<file path="config.mk">
export PLATFORM = sky130hd
export DESIGN_NAME = uart_tx_flat
export DESIGN_NICKNAME = d
export VERILOG_FILES = /design/src/rtl/uart_tx_if.sv /design/src/rtl/uart_tx.sv /design/src/flat_wrapper.sv
export SDC_FILE = /design/constraint.sdc
export NUM_CORES = 1
export LEC_CHECK = 0
export BUFFER_PORTS_ARGS = -buffer_cell sky130_fd_sc_hd__clkbuf_2
export CORE_MARGIN = 2
export CORE_UTILIZATION = 45
export DETAILED_ROUTE_END_ITERATION = 8
export REMOVE_ABC_BUFFERS = 1
export SLEW_MARGIN = 20
export SYNTH_ARGS = -nofsm -noshare
export SYNTH_HDL_FRONTEND = slang
export SYNTH_SLANG_ARGS = --single-unit
</file>
<file path="constraint.sdc">
create_clock -name clk -period 3.4 [get_ports clk]
set_input_delay 0.17 -clock clk [delete_from_list [all_inputs] [get_ports clk]]
set_output_delay 0.17 -clock clk [all_outputs]
set_load 0.05 [all_outputs]
</file>
<file path="src/rtl/uart_tx_if.sv">
// UART transmitter handshake and line interface.
// The master side (frame producer) drives the request and frame parameters;
// the slave side (uart_tx) returns the serial line and handshake status.
interface uart_tx_if;
  logic        tx_start;
  logic [7:0]  tx_data;
  logic [3:0]  data_size;
  logic [13:0] bit_period;
  logic        serial_out;
  logic        tx_ready;
  logic        tx_done;

  modport master (
    output tx_start, tx_data, data_size, bit_period,
    input  serial_out, tx_ready, tx_done
  );

  modport slave (
    input  tx_start, tx_data, data_size, bit_period,
    output serial_out, tx_ready, tx_done
  );
endinterface

</file>
<file path="src/rtl/uart_tx.sv">
// UART transmitter: start bit, 5..8 data bits LSB first, optional even
// parity, one stop bit. Each bit lasts P cycles (captured bit_period,
// minimum 2). Frame parameters are captured at accept and held for the
// whole frame. Parity is built in only when UART_TX_PARITY_EN is defined.
// The stop bit's final cycle is the IDLE/tx_done cycle, which lets a new
// frame be accepted there without leaving the line idle.
module uart_tx (
  input  logic      clk,
  input  logic      rst,
  uart_tx_if.slave  bus
);

`ifdef UART_TX_PARITY_EN
  typedef enum logic [2:0] {
    IDLE   = 3'd0,
    START  = 3'd1,
    DATA   = 3'd2,
    PARITY = 3'd3,
    STOP   = 3'd4
  } state_t;
`else
  typedef enum logic [1:0] {
    IDLE  = 2'd0,
    START = 2'd1,
    DATA  = 2'd2,
    STOP  = 2'd3
  } state_t;
`endif

  // Index of the last data bit to send (data_size clamped to 5..8).
  function automatic logic [2:0] clamp_last(input logic [3:0] ds);
    logic [2:0] r;
    if (ds < 4'd5) begin
      r = 3'd4;
    end else if (ds > 4'd8) begin
      r = 3'd7;
    end else begin
      r = 3'(ds - 4'd1);
    end
    return r;
  endfunction

  // Cycles per bit, never below 2 so the stop state always has a cycle.
  function automatic logic [13:0] clamp_period(input logic [13:0] bp);
    logic [13:0] r;
    if (bp < 14'd2) begin
      r = 14'd2;
    end else begin
      r = bp;
    end
    return r;
  endfunction

`ifdef UART_TX_PARITY_EN
  // Even parity over data bits 0..last.
  function automatic logic even_parity(input logic [7:0] d, input logic [2:0] last);
    logic p;
    p = 1'b0;
    for (int i = 0; i < 8; i++) begin
      if (i <= int'(last)) begin
        p = p ^ d[i];
      end else begin
        p = p;
      end
    end
    return p;
  endfunction
`endif

  state_t      state_r, state_s;
  logic [13:0] cnt_r, cnt_s;
  logic [2:0]  bit_idx_r, bit_idx_s;
  logic [7:0]  data_r, data_s;
  logic [2:0]  last_r, last_s;
  logic [13:0] period_r, period_s;
  logic        serial_r, serial_s;
  logic        ready_r, ready_s;
  logic        done_r, done_s;
  logic        bit_end_s;
  logic        stop_end_s;
`ifdef UART_TX_PARITY_EN
  logic        parity_r, parity_s;
`endif

  assign bus.serial_out = serial_r;
  assign bus.tx_ready   = ready_r;
  assign bus.tx_done    = done_r;

  // Bit boundary detection; the stop state ends one cycle early because
  // its last cycle is spent in IDLE with tx_done high.
  always_comb begin
    bit_end_s  = (cnt_r == (period_r - 14'd1));
    stop_end_s = (cnt_r == (period_r - 14'd2));
  end

  // Next-state, counter, capture and registered-output logic.
  always_comb begin
    state_s   = state_r;
    cnt_s     = cnt_r + 14'd1;
    bit_idx_s = bit_idx_r;
    data_s    = data_r;
    last_s    = last_r;
    period_s  = period_r;
    serial_s  = serial_r;
    ready_s   = 1'b0;
    done_s    = 1'b0;
`ifdef UART_TX_PARITY_EN
    parity_s  = parity_r;
`endif
    case (state_r)
      IDLE: begin
        cnt_s     = 14'd0;
        bit_idx_s = 3'd0;
        if (bus.tx_start && ready_r) begin
          state_s  = START;
          data_s   = bus.tx_data;
          last_s   = clamp_last(bus.data_size);
          period_s = clamp_period(bus.bit_period);
`ifdef UART_TX_PARITY_EN
          parity_s = even_parity(bus.tx_data, clamp_last(bus.data_size));
`endif
          serial_s = 1'b0;
          ready_s  = 1'b0;
        end else begin
          state_s  = IDLE;
          serial_s = 1'b1;
          ready_s  = 1'b1;
        end
      end
      START: begin
        if (bit_end_s) begin
          state_s   = DATA;
          cnt_s     = 14'd0;
          bit_idx_s = 3'd0;
          serial_s  = data_r[0];
        end else begin
          state_s = START;
        end
      end
      DATA: begin
        if (bit_end_s) begin
          cnt_s = 14'd0;
          if (bit_idx_r == last_r) begin
            bit_idx_s = 3'd0;
`ifdef UART_TX_PARITY_EN
            state_s   = PARITY;
            serial_s  = parity_r;
`else
            state_s   = STOP;
            serial_s  = 1'b1;
`endif
          end else begin
            bit_idx_s = bit_idx_r + 3'd1;
            serial_s  = data_r[bit_idx_r + 3'd1];
          end
        end else begin
          state_s = DATA;
        end
      end
`ifdef UART_TX_PARITY_EN
      PARITY: begin
        if (bit_end_s) begin
          state_s  = STOP;
          cnt_s    = 14'd0;
          serial_s = 1'b1;
        end else begin
          state_s = PARITY;
        end
      end
`endif
      STOP: begin
        if (stop_end_s) begin
          state_s  = IDLE;
          cnt_s    = 14'd0;
          serial_s = 1'b1;
          ready_s  = 1'b1;
          done_s   = 1'b1;
        end else begin
          state_s = STOP;
        end
      end
      default: begin
        state_s  = IDLE;
        cnt_s    = 14'd0;
        serial_s = 1'b1;
        ready_s  = 1'b1;
      end
    endcase
  end

  // State, counters, captured frame and output registers.
  always_ff @(posedge clk or posedge rst) begin
    if (rst) begin
      state_r   <= IDLE;
      cnt_r     <= 14'd0;
      bit_idx_r <= 3'd0;
      data_r    <= 8'd0;
      last_r    <= 3'd0;
      period_r  <= 14'd0;
      serial_r  <= 1'b1;
      ready_r   <= 1'b1;
      done_r    <= 1'b0;
`ifdef UART_TX_PARITY_EN
      parity_r  <= 1'b0;
`endif
    end else begin
      state_r   <= state_s;
      cnt_r     <= cnt_s;
      bit_idx_r <= bit_idx_s;
      data_r    <= data_s;
      last_r    <= last_s;
      period_r  <= period_s;
      serial_r  <= serial_s;
      ready_r   <= ready_s;
      done_r    <= done_s;
`ifdef UART_TX_PARITY_EN
      parity_r  <= parity_s;
`endif
    end
  end

endmodule
</file>
<file path="src/flat_wrapper.sv">
// flat-port wrapper written by rule: the top's interface ports become plain ports
module uart_tx_flat 
  (clk, rst, bus_tx_start, bus_tx_data, bus_data_size, bus_bit_period, bus_serial_out, bus_tx_ready, bus_tx_done);
  uart_tx_if bus_i ();
  input  logic clk;
  input  logic rst;
  input wire logic [$bits(bus_i.tx_start)-1:0] bus_tx_start;
  input wire logic [$bits(bus_i.tx_data)-1:0] bus_tx_data;
  input wire logic [$bits(bus_i.data_size)-1:0] bus_data_size;
  input wire logic [$bits(bus_i.bit_period)-1:0] bus_bit_period;
  output wire logic [$bits(bus_i.serial_out)-1:0] bus_serial_out;
  output wire logic [$bits(bus_i.tx_ready)-1:0] bus_tx_ready;
  output wire logic [$bits(bus_i.tx_done)-1:0] bus_tx_done;
  assign bus_i.tx_start = bus_tx_start;
  assign bus_i.tx_data = bus_tx_data;
  assign bus_i.data_size = bus_data_size;
  assign bus_i.bit_period = bus_bit_period;
  assign bus_serial_out = bus_i.serial_out;
  assign bus_tx_ready = bus_i.tx_ready;
  assign bus_tx_done = bus_i.tx_done;
  uart_tx u_core (.clk(clk), .rst(rst), .bus(bus_i));
endmodule
</file>
==> metrics.txt, run 1 <==
outcome complete, but fails checks; failing checks negative hold slack; GPL Wtd Cong 0.884; met1 Use GR 0.278; hold slack -0.0119 ns; Top FF cell, synth dfrtp_1; TNS Setup 0 ns; simple logic cell fraction of the synthesized area 0.222; vias in the first global route 2531; Max Freq 332 MHz; first-pass GRT wire length 12.1 mm; Synth Area in Compound Gates 0.123; synth unique cells 68; antenna viol nets, final 0; most common cell in the netlist dfrtp_1; top post-synthesis cells by area dfrtp_1 34%, mux2_2 6.9%, xnor2_1 4.6%, xor2_1 4.3%, ha_1 4.2%; CP Capture Type flop; die width 89.3 um; Die Span Y 89.3 um; GR Util met3 0.0452; clock buffers created by TritonCTS 5; power per cell area 674 mW/mm^2; M2 GR Usage 0.295; DRT Wirelength 6.98 mm; dpl hpwl 5.37 mm; via count 2560; Tot GR Track Use 0.197; ys async rst share 1.00; setup violators final 0; clock transition at the registers of the reported paths 0.09 ns; share of post-route cells with drive strength above 1 0.246; # resized after CTS 0; largest net degree at the start of global routing 48; antenna violations before repair 0; post-synthesis xor/xnor area fraction 0.0952; EDFF count, synth 0; R2R Path Start u_core.period_r[1]; CTS Buffer Depth 2; mapped cell area 0.00327 mm^2; Iter 0 DRT Violations 171; final core utilization 0.501; final worst path period share 0.886; CTS tree yes; Worst Path Max Fanout 14; critical path startpoint category flop; sequential share of power 0.405; I/O Buffers 31; Final Hold Vio Count 29; Place WS 0.409 ns; setup clock skew after layout 0.00562 ns; die area 0.00797 mm^2; Worst-Margin Slew 0.824 ns; Worst EP required 3.63 ns; largest family of logic cells by synthesized area simple AND/OR/NAND/NOR gates; flops & latches, synth 47; Slew Limit Fails 0; fillers 712; CP Launch Point u_core.period_r[1]; Min-Delay Path Class in -> async; RSZ-0062 raised after global routing no; post-synthesis sequential area ratio 0.360; Internal Power 0.00140 W; maximum vdd ir drop 0.000339 V; Rel. slew slack 0.450; Initial Util 0.458; Post-Synthesis Cells 334; Routed WL per cell 15.1 um; mux cell area share after synthesis 0.103; Setup WS post-layout 0.389 ns; Residual DRC 0; largest area contributor in the netlist dfrtp_1; post-CTS setup buffers 0; grt ovf 0; Adder-Cell Fraction of Synth Area 0.0421; CP arrival 3.24 ns; max_cap viols 0; core region area 0.00714 mm^2; Layout Nets 401; io pins 32; Mean Syn Cell Area 9.80 um^2; post-cts hold buffer count 0; Sw Pwr 0.00102 W; fin crit period 3.01 ns; GR peak layer met2; crit path kind reg -> reg; Area Growth Syn to Fin 9.37%; ANT cells 0; Clock Latency Late Sink 0.30 ns; area share of the largest cell type after synthesis 0.344; first drt pass iteration count 4; Root Buffer clkbuf_8; sw frac 0.421; Via density 5.55; synth cell count leaders 45 x dfrtp_1, 23 x inv_1, 20 x mux2_2, 18 x nand2_1, 18 x nor2_1; Comb power frac 0.461; Clock Sinks 47; leak pwr 1.49 nW; Max H-tree Level 2; synth warn 0; clock network power share 0.134; FP Rows 31
==> per-stage QoR <==
step | hold WS [ns] | std cells | instance area, um^2 | power (W)
6_report | -0.0119 | 461 | 3580 | 0.00241
3_3_place_gp | 0.396 | 453 | 3500 | 0.00208
4_1_cts | 0.0903 | 461 | 3580 | 0.00244
2_1_floorplan | 0.303 | 318 | 3180 | 0.00179
5_1_grt | 0.0419 | 461 | 3580 | 0.00263
3_5_place_dp | 0.406 | 453 | 3500 | 0.00210
==> layout by cell type, fill, tap and decap left out, types with 3 or more instances in the layout <==
master	netlist	routed
clkbuf_2	0	31
xor2_1	16	16
mux2i_1	4	4
o21ai_0	3	3
nor4_1	15	15
or3_1	5	5
o31ai_1	3	3
nand2b_1	3	3
dfrtp_1	45	45
nand3_1	14	14
xnor2_1	17	17
nor2_4	8	8
mux2_2	20	20
nand4_1	7	7
nor2_1	18	18
and3_1	4	4
a21oi_1	10	10
buf_4	0	5
nand2_1	18	18
ha_1	11	11
clkbuf_8	0	5
a31oi_1	5	5
or4_1	3	3
a211oi_1	5	5
inv_1	23	22
nor3_1	7	7
==> cell families after synthesis <==
kind of cell,after synthesis
simple gates,121
fa+ha+maj,11
flops,47
mux,28
compound gates,54
buf+inv,39
xor+xnor,34
==> cell type report <==
type / count / area [um^2] / area share
multi-input cells: 248 / 1910 / 0.535
clock inverters: 1 / 5.00 / 0.00140
repair buffers: 36 / 193 / 0.0538
well taps: 99 / 124 / 0.0346
clock buffers: 7 / 76.3 / 0.0213
inverters: 23 / 87.6 / 0.0245
flip-flops and latches: 47 / 1180 / 0.329
==> worst max-delay path: stages, from the launching register on <==
cell      delay (ns)
dfrtp_1         0.48
inv_1           0.16
ha_1            0.24
or3b_2          0.53
o311ai_1        0.27
a21oi_1         0.11
or3_1           0.42
a41o_2          0.27
a21o_4          0.32
nor2_1          0.14
==> worst paths after layout <==
check | end | slack [ns] | cells past startpoint
worst max-delay path | u_core.cnt_r[5] | 0.39 | 9
worst min-delay path | u_core.data_r[4] | -0.01 | 2
worst max register to register | u_core.cnt_r[5] | 0.39 | 9
worst min register to register | u_core.last_r[2] | 0.49 | 1
max in group asynchronous | u_core.period_r[1] | 2.92 | 2
min in group clk | u_core.data_r[2] | 0.10 | 2
==> per-layer routing <==
layer / vias to the layer above / share of wire
li1: 1266 / -
met1: 1207 / 0.49
met2: 77 / 0.44
met3: 10 / 0.054
met4: 0 / 0.018
met5: - / 0
==> state kept, by name, indices dropped and copies added (netlist names) <==
name and count:
u_core.data_r 8, u_core.bit_idx_r 3, u_core.bus.tx_done 1, u_core.bus.tx_ready 1, u_core.bus.serial_out 1, u_core.last_r 3, u_core.period_r 14, u_core.cnt_r 14
u_core.state_r 2
==> power by group through the flow <==
| stage | Clock [W] | Combinational [W] | Sequential [W] |
|---|---|---|---|
| detailed placement | 0 | 0.00111 | 0.000986 |
| global route | 0.000367 | 0.00124 | 0.00102 |
| CTS | 0.000347 | 0.00112 | 0.000973 |
| floorplan | 0 | 0.000823 | 0.000964 |
| finish | 0.000324 | 0.00111 | 0.000976 |
| global placement | 0 | 0.00110 | 0.000980 |
Note: power is estimated with default switching activity, not from simulation.
==> inputs of run 2 (changes only) <==
--- a/config.mk
+++ b/config.mk
@@ -7,8 +7,9 @@
 export LEC_CHECK = 0
 export BUFFER_PORTS_ARGS = -buffer_cell sky130_fd_sc_hd__clkbuf_2
 export CORE_MARGIN = 2
-export CORE_UTILIZATION = 45
+export CORE_UTILIZATION = 60
 export DETAILED_ROUTE_END_ITERATION = 8
+export PLACE_DENSITY = 0.81
 export REMOVE_ABC_BUFFERS = 1
 export SLEW_MARGIN = 20
 export SYNTH_ARGS = -nofsm -noshare
==> metrics.txt, run 2 (same netlist as run 1, synthesis figures left out) <==
outcome complete, but fails checks; failing checks negative hold slack; final worst path period share 0.926 (+0.0407); FP Rows 26 (-16%); Worst EP required 3.58 ns (-0.05 ns); Max H-tree Level 2 (unchanged); largest net degree at the start of global routing 48 (unchanged); Worst-Margin Slew 0.797 ns (-0.0263 ns); GR peak layer met2; Setup WS post-layout 0.251 ns (-0.138 ns); Buf/Inv on CP 0 (-1); M2 GR Usage 0.385 (+0.0904); CP Capture Type flop; via count 2588 (+1.1%); core region area 0.00517 mm^2 (-28%); dpl hpwl 5.12 mm (-4.8%); Clock Latency Late Sink 0.31 ns (about the same); Iter 0 DRT Violations 176 (+2.9%); maximum vdd ir drop 0.000355 V (+4.8%); Placed Cells 422 (-6.8%); DRT Wirelength 6.89 mm (-1.3%); max_cap viols 0 (unchanged); Area Growth Syn to Fin 7.84%; Rel. slew slack 0.468 (+0.0175); GR Util met3 0.0547 (+0.00941); io pins 32 (unchanged); clock buffers created by TritonCTS 5 (unchanged); Die Span Y 77.8 um (-13%); die width 77.8 um (-13%); I/O Buffers 31 (unchanged); commonest non-fill, non-tap cell in the layout dfrtp_1; fillers 413 (-42%); hold slack -0.0390 ns (-0.0271 ns); CTS tree yes; Root Buffer clkbuf_8; GPL Wtd Cong 0.907 (+2.6%); Pwr Total 0.00243 W (+0.65%); crit path kind reg -> reg; power per cell area 688 mW/mm^2 (+2.1%); Finished Layout Cells 430 (-6.7%); CTS Buffer Depth 2 (unchanged); Worst Path Max Fanout 14 (unchanged); most frequent cells in the layout 45 x dfrtp_1, 31 x clkbuf_2, 22 x inv_1; Top delay family on crit path compound AO/OA/AOI/OAI gates; ANT cells 0 (unchanged); vias in the first global route 2502 (-1.1%); Slew Limit Fails 0 (unchanged); clock transition at the registers of the reported paths 0.09 ns (about the same); first-pass GRT wire length 12.0 mm (-1.4%); setup clock skew after layout 0.00985 ns (+0.00423 ns); CP arrival 3.33 ns (+0.09 ns); grt ovf 0 (unchanged); CP max stage cell or4_1; Clock Sinks 47 (unchanged); Max Freq 318 MHz (-4.4%); leak pwr 1.48 nW (-0.69%); antenna viol nets, final 0 (unchanged); setup violators final 0 (unchanged); share of post-route cells with drive strength above 1 0.242 (-0.00419); Initial Util 0.633 (+0.174); Crit. path cell count 7 (-2); Routed WL per cell 16.0 um (+5.8%); Place WS 0.363 ns (-0.0460 ns); Layout Nets 399 (-0.50%); met1 Use GR 0.350 (+0.0718); crit-path cells or3_4 > or4_1 > a2111oi_1 > o2111a_1 > a41o_2 > a21o_4 > nor2_1; critical path startpoint category flop; die area 0.00606 mm^2 (-24%); Min-Delay Path Class in -> async; Top Registers u_core.cnt_r: 14 flops, u_core.period_r: 14 flops, u_core.data_r: 8 flops; Final Hold Vio Count 45 (+55%); Residual DRC 0 (unchanged); fin crit period 3.15 ns (+0.138 ns); antenna violations before repair 0 (unchanged); Critical Path Max Stage Delay 0.55 ns (+0.02 ns); Tot GR Track Use 0.250 (+0.0531); Register-to-Register Path Depth 7 (-2); first drt pass iteration count 4 (unchanged); post-CTS setup buffers 0 (unchanged); TNS Setup 0 ns (unchanged); RSZ-0062 raised after global routing no; Via density 6.02 (+8.4%)
-- run 2: cell count changes in the layout (fill, tap and decap cells not counted), sizes merged --
cell  before  now
buf        5    3
-- run 2: cell type report --
cell class                 count  area [um^2]  share of cell area
clock buffer                   7         76.3              0.0216
clock inverter                 1         5.00             0.00142
inverter                      23         87.6              0.0248
multi-input combinational    248         1920               0.543
sequential                    47         1180               0.334
tap                           70         87.6              0.0248
timing repair buffer          34          178              0.0504
-- run 2: path summary, 6_finish.rpt --
kind	to	slack, ns	from
setup / recovery	u_core.cnt_r[9]	0.25	u_core.period_r[8]
min in group clk	u_core.data_r[7]	0.09	bus_tx_data[7]
hold / removal	u_core.cnt_r[11]	-0.04	rst
max in group asynchronous	u_core.data_r[3]	2.96	rst
setup reg to reg	u_core.cnt_r[9]	0.25	u_core.period_r[8]
hold reg to reg	u_core.last_r[2]	0.50	u_core.last_r[2]
-- run 2: layer usage --
metal	vias up	wire length, um
li1	1255	-
met1	1223	3160
met2	99	3030
met3	11	582
met4	0	119
met5	-	0
-- run 2: repair_timing --
item,CTS,global route
setup endpoints to repair,0,3
hold buffers,0,0
endpoints found under the hold margin,0,0
gates resized for setup,0,1
-- run 2: stage by stage --
step | utilization | cell area [um^2]
6_report | 0.682 | 3530
5_1_grt | 0.682 | 3530
4_1_cts | 0.682 | 3530
3_5_place_dp | 0.666 | 3440
3_3_place_gp | 0.666 | 3440
2_1_floorplan | - | 3180
-- run 2: where the power goes --
group          switching (W)  internal (W)  total, W
clock network       0.000191      0.000145  0.000335
registers           0.000255      0.000734  0.000989
logic               0.000595      0.000510   0.00110
total                0.00104       0.00139   0.00243
